File: src/rtl/regfile_dump.sv
// Streams a contiguous address range of a register file out over a valid/ready port.
// Optional REGFILE_DUMP_PARITY_EN adds parity_o, the registered XOR of data_o.
module regfile_dump #(
  parameter int unsigned W = 64,
  parameter int unsigned R = 32,
  localparam int unsigned AW = (R > 1) ? $clog2(R) : 1
) (
  input  logic          clk,
  input  logic          rst_ni,
  input  logic          start_i,
  input  logic [AW-1:0] first_i,
  input  logic [AW-1:0] last_i,
  output logic [AW-1:0] ra_o,
  input  logic [W-1:0]  rd_i,
  output logic [W-1:0]  data_o,
  output logic [AW-1:0] addr_o,
  output logic          valid_o,
  input  logic          ready_i,
  output logic          last_o,
  output logic          busy_o,
  output logic          done_o
`ifdef REGFILE_DUMP_PARITY_EN
  ,
  output logic          parity_o
`endif
);

  typedef enum logic [1:0] {StIdle, StFetch, StSend, StDone} state_e;

  localparam logic [AW-1:0] MaxAddr = AW'(R - 1);

  state_e        state_q;
  logic [AW-1:0] ptr_q;
  logic [AW-1:0] end_q;
  logic [W-1:0]  data_q;
  logic [AW-1:0] addr_q;
  logic          valid_q;
  logic          last_q;
  logic          busy_q;
  logic          done_q;
  logic          parity_q;
  logic [AW-1:0] end_lim;

  // Clamp the requested range so the pointer never leaves the populated entries.
  assign end_lim = (last_i > MaxAddr) ? MaxAddr : last_i;

  always_ff @(posedge clk or negedge rst_ni) begin
    if (!rst_ni) begin
      state_q  <= StIdle;
      ptr_q    <= '0;
      end_q    <= '0;
      data_q   <= '0;
      addr_q   <= '0;
      valid_q  <= 1'b0;
      last_q   <= 1'b0;
      busy_q   <= 1'b0;
      done_q   <= 1'b0;
      parity_q <= 1'b0;
    end else begin
      done_q <= 1'b0;
      unique case (state_q)
        StIdle: begin
          if (start_i) begin
            ptr_q  <= first_i;
            end_q  <= end_lim;
            busy_q <= 1'b1;
            if (first_i <= end_lim) begin
              state_q <= StFetch;
            end else begin
              state_q <= StDone;
              done_q  <= 1'b1;
            end
          end
        end
        StFetch: begin
          data_q   <= rd_i;
          parity_q <= ^rd_i;
          addr_q   <= ptr_q;
          last_q   <= (ptr_q == end_q);
          valid_q  <= 1'b1;
          state_q  <= StSend;
        end
        StSend: begin
          if (ready_i) begin
            valid_q <= 1'b0;
            last_q  <= 1'b0;
            if (ptr_q == end_q) begin
              state_q <= StDone;
              done_q  <= 1'b1;
            end else begin
              ptr_q   <= ptr_q + 1'b1;
              state_q <= StFetch;
            end
          end
        end
        StDone: begin
          // ptr doubles as the read address, so park it at 0 while idle.
          ptr_q   <= '0;
          busy_q  <= 1'b0;
          state_q <= StIdle;
        end
        default: begin
          state_q <= StIdle;
        end
      endcase
    end
  end

  assign ra_o    = ptr_q;
  assign data_o  = data_q;
  assign addr_o  = addr_q;
  assign valid_o = valid_q;
  assign last_o  = last_q;
  assign busy_o  = busy_q;
  assign done_o  = done_q;

`ifdef REGFILE_DUMP_PARITY_EN
  assign parity_o = parity_q;
`else
  logic unused_parity;
  assign unused_parity = parity_q;
`endif

  valid_in_send: assert property (@(posedge clk) disable iff (!rst_ni)
    valid_q |-> (state_q == StSend));

  beat_held: assert property (@(posedge clk) disable iff (!rst_ni)
    (valid_o && !ready_i) |=> (valid_o && $stable(data_o) && $stable(addr_o) && $stable(last_o)));

  ptr_in_range: assert property (@(posedge clk) disable iff (!rst_ni)
    (state_q inside {StFetch, StSend}) |-> (ptr_q <= end_q));

  done_single: assert property (@(posedge clk) disable iff (!rst_ni)
    done_o |=> !done_o);

endmodule
File: config.mk
export PLATFORM = sky130hd
export DESIGN_NAME = regfile_dump
export DESIGN_NICKNAME = d
export VERILOG_FILES = /design/src/rtl/regfile_dump.sv
export SDC_FILE = /design/constraint.sdc
export NUM_CORES = 1
export LEC_CHECK = 0
export CAP_MARGIN = 20
export CELL_PAD_IN_SITES_DETAIL_PLACEMENT = 1
export CELL_PAD_IN_SITES_GLOBAL_PLACEMENT = 1
export CORE_MARGIN = 2
export CORE_UTILIZATION = 30
export DETAILED_ROUTE_END_ITERATION = 16
export GPL_ROUTABILITY_DRIVEN = 1
export PLACE_DENSITY_LB_ADDON = 0.15
export SLEW_MARGIN = 20
export SYNTH_ARGS = -nofsm -noshare
export SYNTH_HDL_FRONTEND = slang
export SYNTH_SLANG_ARGS = --single-unit
File: constraint.sdc
create_clock -name clk -period 1.9 [get_ports clk]
set_clock_uncertainty 0.2 [all_clocks]
set_input_delay 0.19 -clock clk [delete_from_list [all_inputs] [get_ports clk]]
set_output_delay 0.19 -clock clk [all_outputs]
set_load 0.05 [all_outputs]
==> impl_metrics.csv, run 1 <==
group,metric,value,unit
die,rows,40,
clocking,cts_tree,"built",
finish,multi_input_area,1368,sq um
synth,synth_flop_cell,"dfrtp_1",
worst_setup_path,crit_fanout,2,
global_routing,grt_overflow_total,0,
finish,final.fill_count,1384,
worst_setup_path,reg2reg_from,"state_q[0]",
die,io_pins,156,
synth,synth_cells,402,
finish,areaGrowthSynthToFinish,55.63,%
place,gp_congestion,0.7735,
pwr,ir_worst_vdd,751.2,uV
finish,drive_above_1_share,0.1359,
run,maxCapViolCount,0,
worst_setup_path,critical_path_class,"input pin to register",
worst_setup_path,rr_worst_depth,5,
die,coreArea,11910,sq um
finish,final_util,0.4734,
route,drtIter0Drc,179,
place,pre_cts_slack,-0.3986,ns
synth,yosysWarningCount,0,
die,die_h,113.9,um
worst_setup_path,worst_setup_path_end_kind,"register",
global_routing,grt_pass1_vias,3397,
global_routing,grt_pass1_wl,17.15,mm
clocking,cts_sinks,85,
timing,final-setup-viol-count,0,
route,drcViolationCount,0,
clocking,path_clk_slew,0.06,ns
route,num_vias,3248,
finish,n_antenna_cell,0,
route,routed_wl,10.61,mm
worst_setup_path,worstPathRequired,1.92,ns
timing,finalMaxSlewViolations,0,
outcome,outcome,"completed",
global_routing,grt_use_total,0.1710,
clocking,clk_latency,0.34,ns
worst_setup_path,crit_start,"last_i[1]",
min_path,min_path_type,"input pin to async pin",
synth,synth_nets,486,
finish,seq_area,2127,sq um
clocking,htree_levels,3,
clocking,numCtsBuffers,9,
timing,max_slew_margin,0.6465,
place,dpl.cell_count,704,
synth,yosysUniqueCellTypes,40,
worst_setup_path,cp-start-kind,"input pin",
clocking,cts_buffer_depth,2,
timing,tightest_slew,0.5323,ns
route,viasPerCell,4.505,
timing,fmax,555.4,MHz
die,initial_core_util,0.3042,
clocking,clock-root-buffer,"clkbuf_16",
global_routing,grt_start_max_net_pins,74,
worst_setup_path,cp.arrival,1.82,ns
synth,ys_ff_latch,85,
global_routing,antenna_found_initial,0,
route,wl_per_cell,14.72,um
synth,synth_edf_count,0,
synth,postSynth.asyncResetShare,1.000,
place,portBuffers,155,
die,die_area,12970,sq um
synth,syn_area,3623,sq um
pwr,power,0.01142,W
timing,finalCritPeriodShare,0.9476,
timing,layout_setup_ws,0.09949,ns
route,ant_nets,0,
finish,nNetsFinal,655,
synth,synth_area_per_cell,9.014,sq um
timing,rsz0062_at_grt,"false",
synth,synth_seq_area_share,0.5870,
place,dp_hpwl,7.641,mm
route,first_pass_iters,4,
timing,min_period,1.801,ns
die,die_x,113.9,um
pwr,power_density,2026,nW/um^2
finish,fin_cells,721,
pwr,leakage,3.043,nW
timing,hold_viol,0,
where the power goes:
part / total [W] / internal, W / switching [W] / leakage (nW)
combinational: 0.00671 / 0.00201 / 0.00470 / 1.87
sequential: 0.00319 / 0.00269 / 0.000500 / 1.05
clock: 0.00153 / 0.000869 / 0.000657 / 0.119
total: 0.0114 / 0.00557 / 0.00585 / 3.04
registers in the layout, indices dropped and copies added, names as in the netlist:
register	flops
state_q	2
valid_o	1
busy_o	1
last_o	1
data_o	64
addr_o	5
done_o	1
end_q	5
ra_o	5
worst max-delay path: stages:
cell and delay [ns]:
clkdlybuf4s50_1 0.45, inv_1 0.05, ha_1 0.26, nand4_1 0.11
nor2_1 0.06, o32ai_2 0.30, nor3b_1 0.09, or3_1 0.31
per-stage QoR:
stage | setup TNS (ns) | instance area (sq um) | hold slack, ns
detailed placement | -0.4801 | 5326 | -0.09880
global placement | -0.4488 | 5326 | -0.09462
CTS | 0 | 5549 | 0.06964
global route | 0 | 5639 | 0.1126
floorplan | 0 | 3623 | -0.3056
finish | 0 | 5639 | 0.07801
cell type report:
cell class | count | area share
inverters | 11 | 0.007322
well taps | 147 | 0.03262
repair buffers | 177 | 0.2962
clock inverters | 2 | 0.002219
multi-input cells | 287 | 0.2425
clock buffers | 12 | 0.04193
flip-flops and latches | 85 | 0.3772
synthesized netlist by cell type, types with 2 or more instances:
library cell    n  share of area
buf_2           7         0.0097
dfrtp_1        85           0.59
clkbuf_1        4         0.0041
o41ai_1         2         0.0048
ha_1            6          0.021
nand3_1         2         0.0028
buf_4           2         0.0041
nand2_2         2         0.0035
o22ai_1         5         0.0086
a21oi_1        10          0.014
xor2_1          5          0.012
nand2_1       217           0.22
nor2_1          6         0.0062
inv_1          11          0.011
buf_6           6          0.019
o21ai_1         3         0.0041
o21ai_0         6         0.0083
timing repair:
action / CTS / global route
hold buffers: 1 / 0
endpoints found under the hold margin: 85 / 0
endpoints found under the setup margin: 30 / 16
pin swaps: 3 / 4
buffers inserted: 0 / 2
resized for setup: 29 / 18
worst paths after layout:
kind / to / slack (ns)
worst max-delay path: state_q[1] / 0.1
worst min-delay path: data_o[40] / 0.08
worst max register to register: ra_o[2] / 0.12
worst min register to register: data_o[33] / 0.26
max in group asynchronous: data_o[31] / 0.91
min in group clk: data_o[29] / 0.18
placed cells by master, fill, tap and decap left out, types with 5 or more instances in the layout:
cell type / instances
clkdlybuf4s50_1: 76
o22ai_1: 5
inv_1: 11
nand2_1: 217
clkbuf_16: 9
xor2_1: 5
dlymetal6s2s_1: 15
a21oi_1: 10
o21ai_0: 6
nor2_1: 6
dfrtp_1: 85
buf_4: 53
dlygate4sd2_1: 29
logic make-up after synthesis:
kind of cell	count (synthesis)	synth area share
simple gates	240	0.2669
compound gates	34	0.06009
xor+xnor	6	0.01450
fa+ha+maj	6	0.02072
flops	85	0.5870
mux	1	0.002763
buf+inv	30	0.04799
per-layer routing:
layer / track usage / share of wire
met5: 0 / 0
met4: 0.07480 / 0.019
met3: 0.03985 / 0.050
met2: 0.2834 / 0.50
met1: 0.2143 / 0.43
Power figures use the tool's default switching activity.
==> run 2: changes to the inputs <==
CORE_UTILIZATION = 45   (was 30)
DONT_BUFFER_PORTS = 1   (was not set)
==> run 2 against run 1 <==
Net effect:
- the run now ends with negative hold slack left
- flip-flop and latch count is the same
- power decreased by 12%
- sequential share of layout area up 7.1 points
- clock power fell by 18%
- worst setup slack worse by 0.023 ns
- fmax shrank 1.3%
==> impl_metrics.csv, run 2 (synthesis results as in run 1) <==
group,metric,value,unit
finish,fin_cells,591,
pwr,leakage,2.430,nW
run,maxCapViolCount,0,
min_path,min_path_type,"input pin to async pin",
worst_setup_path,worstPathRequired,1.94,ns
pwr,power_density,2119,nW/um^2
clocking,numCtsBuffers,9,
worst_setup_path,cp-start-kind,"input pin",
outcome,outcome,"complete, but fails checks",
route,drtIter0Drc,118,
route,routed_wl,11.37,mm
worst_setup_path,crit_fanout,2,
place,portBuffers,0,
pwr,ir_worst_vdd,984.8,uV
die,coreArea,7767,sq um
clocking,cts_buffer_depth,2,
die,initial_core_util,0.4665,
finish,final.fill_count,872,
die,rows,32,
timing,hold_slack,-0.6801,ns
route,wl_per_cell,19.24,um
timing,tightest_slew,0.5231,ns
die,io_pins,156,
route,viasPerCell,5.178,
worst_setup_path,cp.arrival,1.86,ns
global_routing,antenna_found_initial,0,
place,dpl.cell_count,498,
die,die_h,93.74,um
worst_setup_path,critical_path_class,"input pin to register",
place,gp_congestion,0.8298,
outcome,violations,"negative hold slack",
route,ant_nets,0,
finish,final_area,4747,sq um
worst_setup_path,worst_setup_path_end_kind,"register",
finish,drive_above_1_share,0.09202,
clocking,path_clk_slew,0.09,ns
finish,nNetsFinal,568,
die,die_area,8786,sq um
clocking,hold_buffers,75,
timing,rsz0062_at_grt,"false",
finish,largest_reg_flops,64,
route,num_vias,3060,
finish,n_antenna_cell,0,
global_routing,grt_start_max_net_pins,86,
timing,finalMaxSlewViolations,0,
clocking,clock-root-buffer,"clkbuf_8",
timing,max_slew_margin,0.6513,
clocking,clk_latency,0.35,ns
die,die_x,93.74,um
timing,finalSetupTns,0,ns
route,first_pass_iters,4,
timing,min_period,1.823,ns
finish,areaGrowthSynthToFinish,31.01,%
clocking,cts_tree,"built",
place,place_area,3749,sq um
global_routing,grt_overflow_total,0,
global_routing,grt_use_total,0.2565,
timing,fmax,548.4,MHz
timing,finalCritPeriodShare,0.9597,
route,drcViolationCount,0,
timing,hold_viol,85,
global_routing,grt_pass1_vias,3414,
clocking,cts_sinks,85,
finish,final_cell_mix,"217 x nand2_1, 85 x dfrtp_1, 73 x dlygate4sd3_1",
place,dp_hpwl,6.287,mm
timing,final-setup-viol-count,0,
global_routing,grt_pass1_wl,17.30,mm
worst_setup_path,rr_worst_depth,5,
finish,final_common_cell,"nand2_1",
clocking,htree_levels,3,
pwr,power,0.01006,W
## run 2: per-layer routing
layer	track usage	vias up	share of wire
met2	0.4661	126	0.54
met3	0.06260	12	0.072
li1	-	1425	-
met5	0	-	0
met4	0.08937	0	0.011
met1	0.2927	1497	0.38
## run 2: area by class of cell
cell class	instances	area, sq um	share of cell area
inverters	11	41.29	0.008698
clock inverters	5	43.79	0.009225
well taps	102	127.6	0.02688
clock buffers	11	151.4	0.03189
flip-flops and latches	85	2127	0.4481
repair buffers	90	893.4	0.1882
multi-input cells	287	1363	0.2870
## run 2: report_power, final
part	internal [W]	switching (W)	total [W]
combinational	0.00104	0.00179	0.00284
clock	0.000561	0.000697	0.00126
sequential	0.00263	0.00333	0.00596
total	0.00424	0.00582	0.0101
## run 2: metrics by stage
step	util	setup WS (ns)
final	0.6111	0.07652
after global routing	0.6111	0.01190
after CTS	0.6044	0.02094
after detailed placement	0.4826	0.09418
after global placement	0.4826	0.1214
after floorplan	-	0.02184
## run 2: final timing paths
| path | startpoint | endpoint | slack, ns |
|---|---|---|---|
| worst min register to register | end_q[0] | end_q[0] | 0.31 |
| max in group asynchronous | rst_ni | state_q[0] | 2.03 |
| worst max-delay path | first_i[0] | state_q[1] | 0.08 |
| worst min-delay path | rst_ni | data_o[61] | -0.68 |
| worst max register to register | state_q[1] | ra_o[3] | 0.08 |
| min in group clk | last_i[1] | end_q[1] | 0.05 |
## run 2: timing repair
action	4_1_cts	5_1_grt
resized for setup	0	8
setup buffers	0	2
setup endpoints to repair	0	1
hold endpoints to repair	165	85
## run 2: worst max-delay path, stage by stage
cell,delay [ns]
dlygate4sd3_1,0.54
inv_1,0.10
ha_1,0.19
nor2_2,0.05
o32ai_2,0.37
nor3b_2,0.10
or3_1,0.32
==> run 3: changes to the inputs <==
RECOVER_POWER = 25   (was not set)
==> results of run 3 <==
No change in the layout: final DEF, timing and power equal those of run 2.
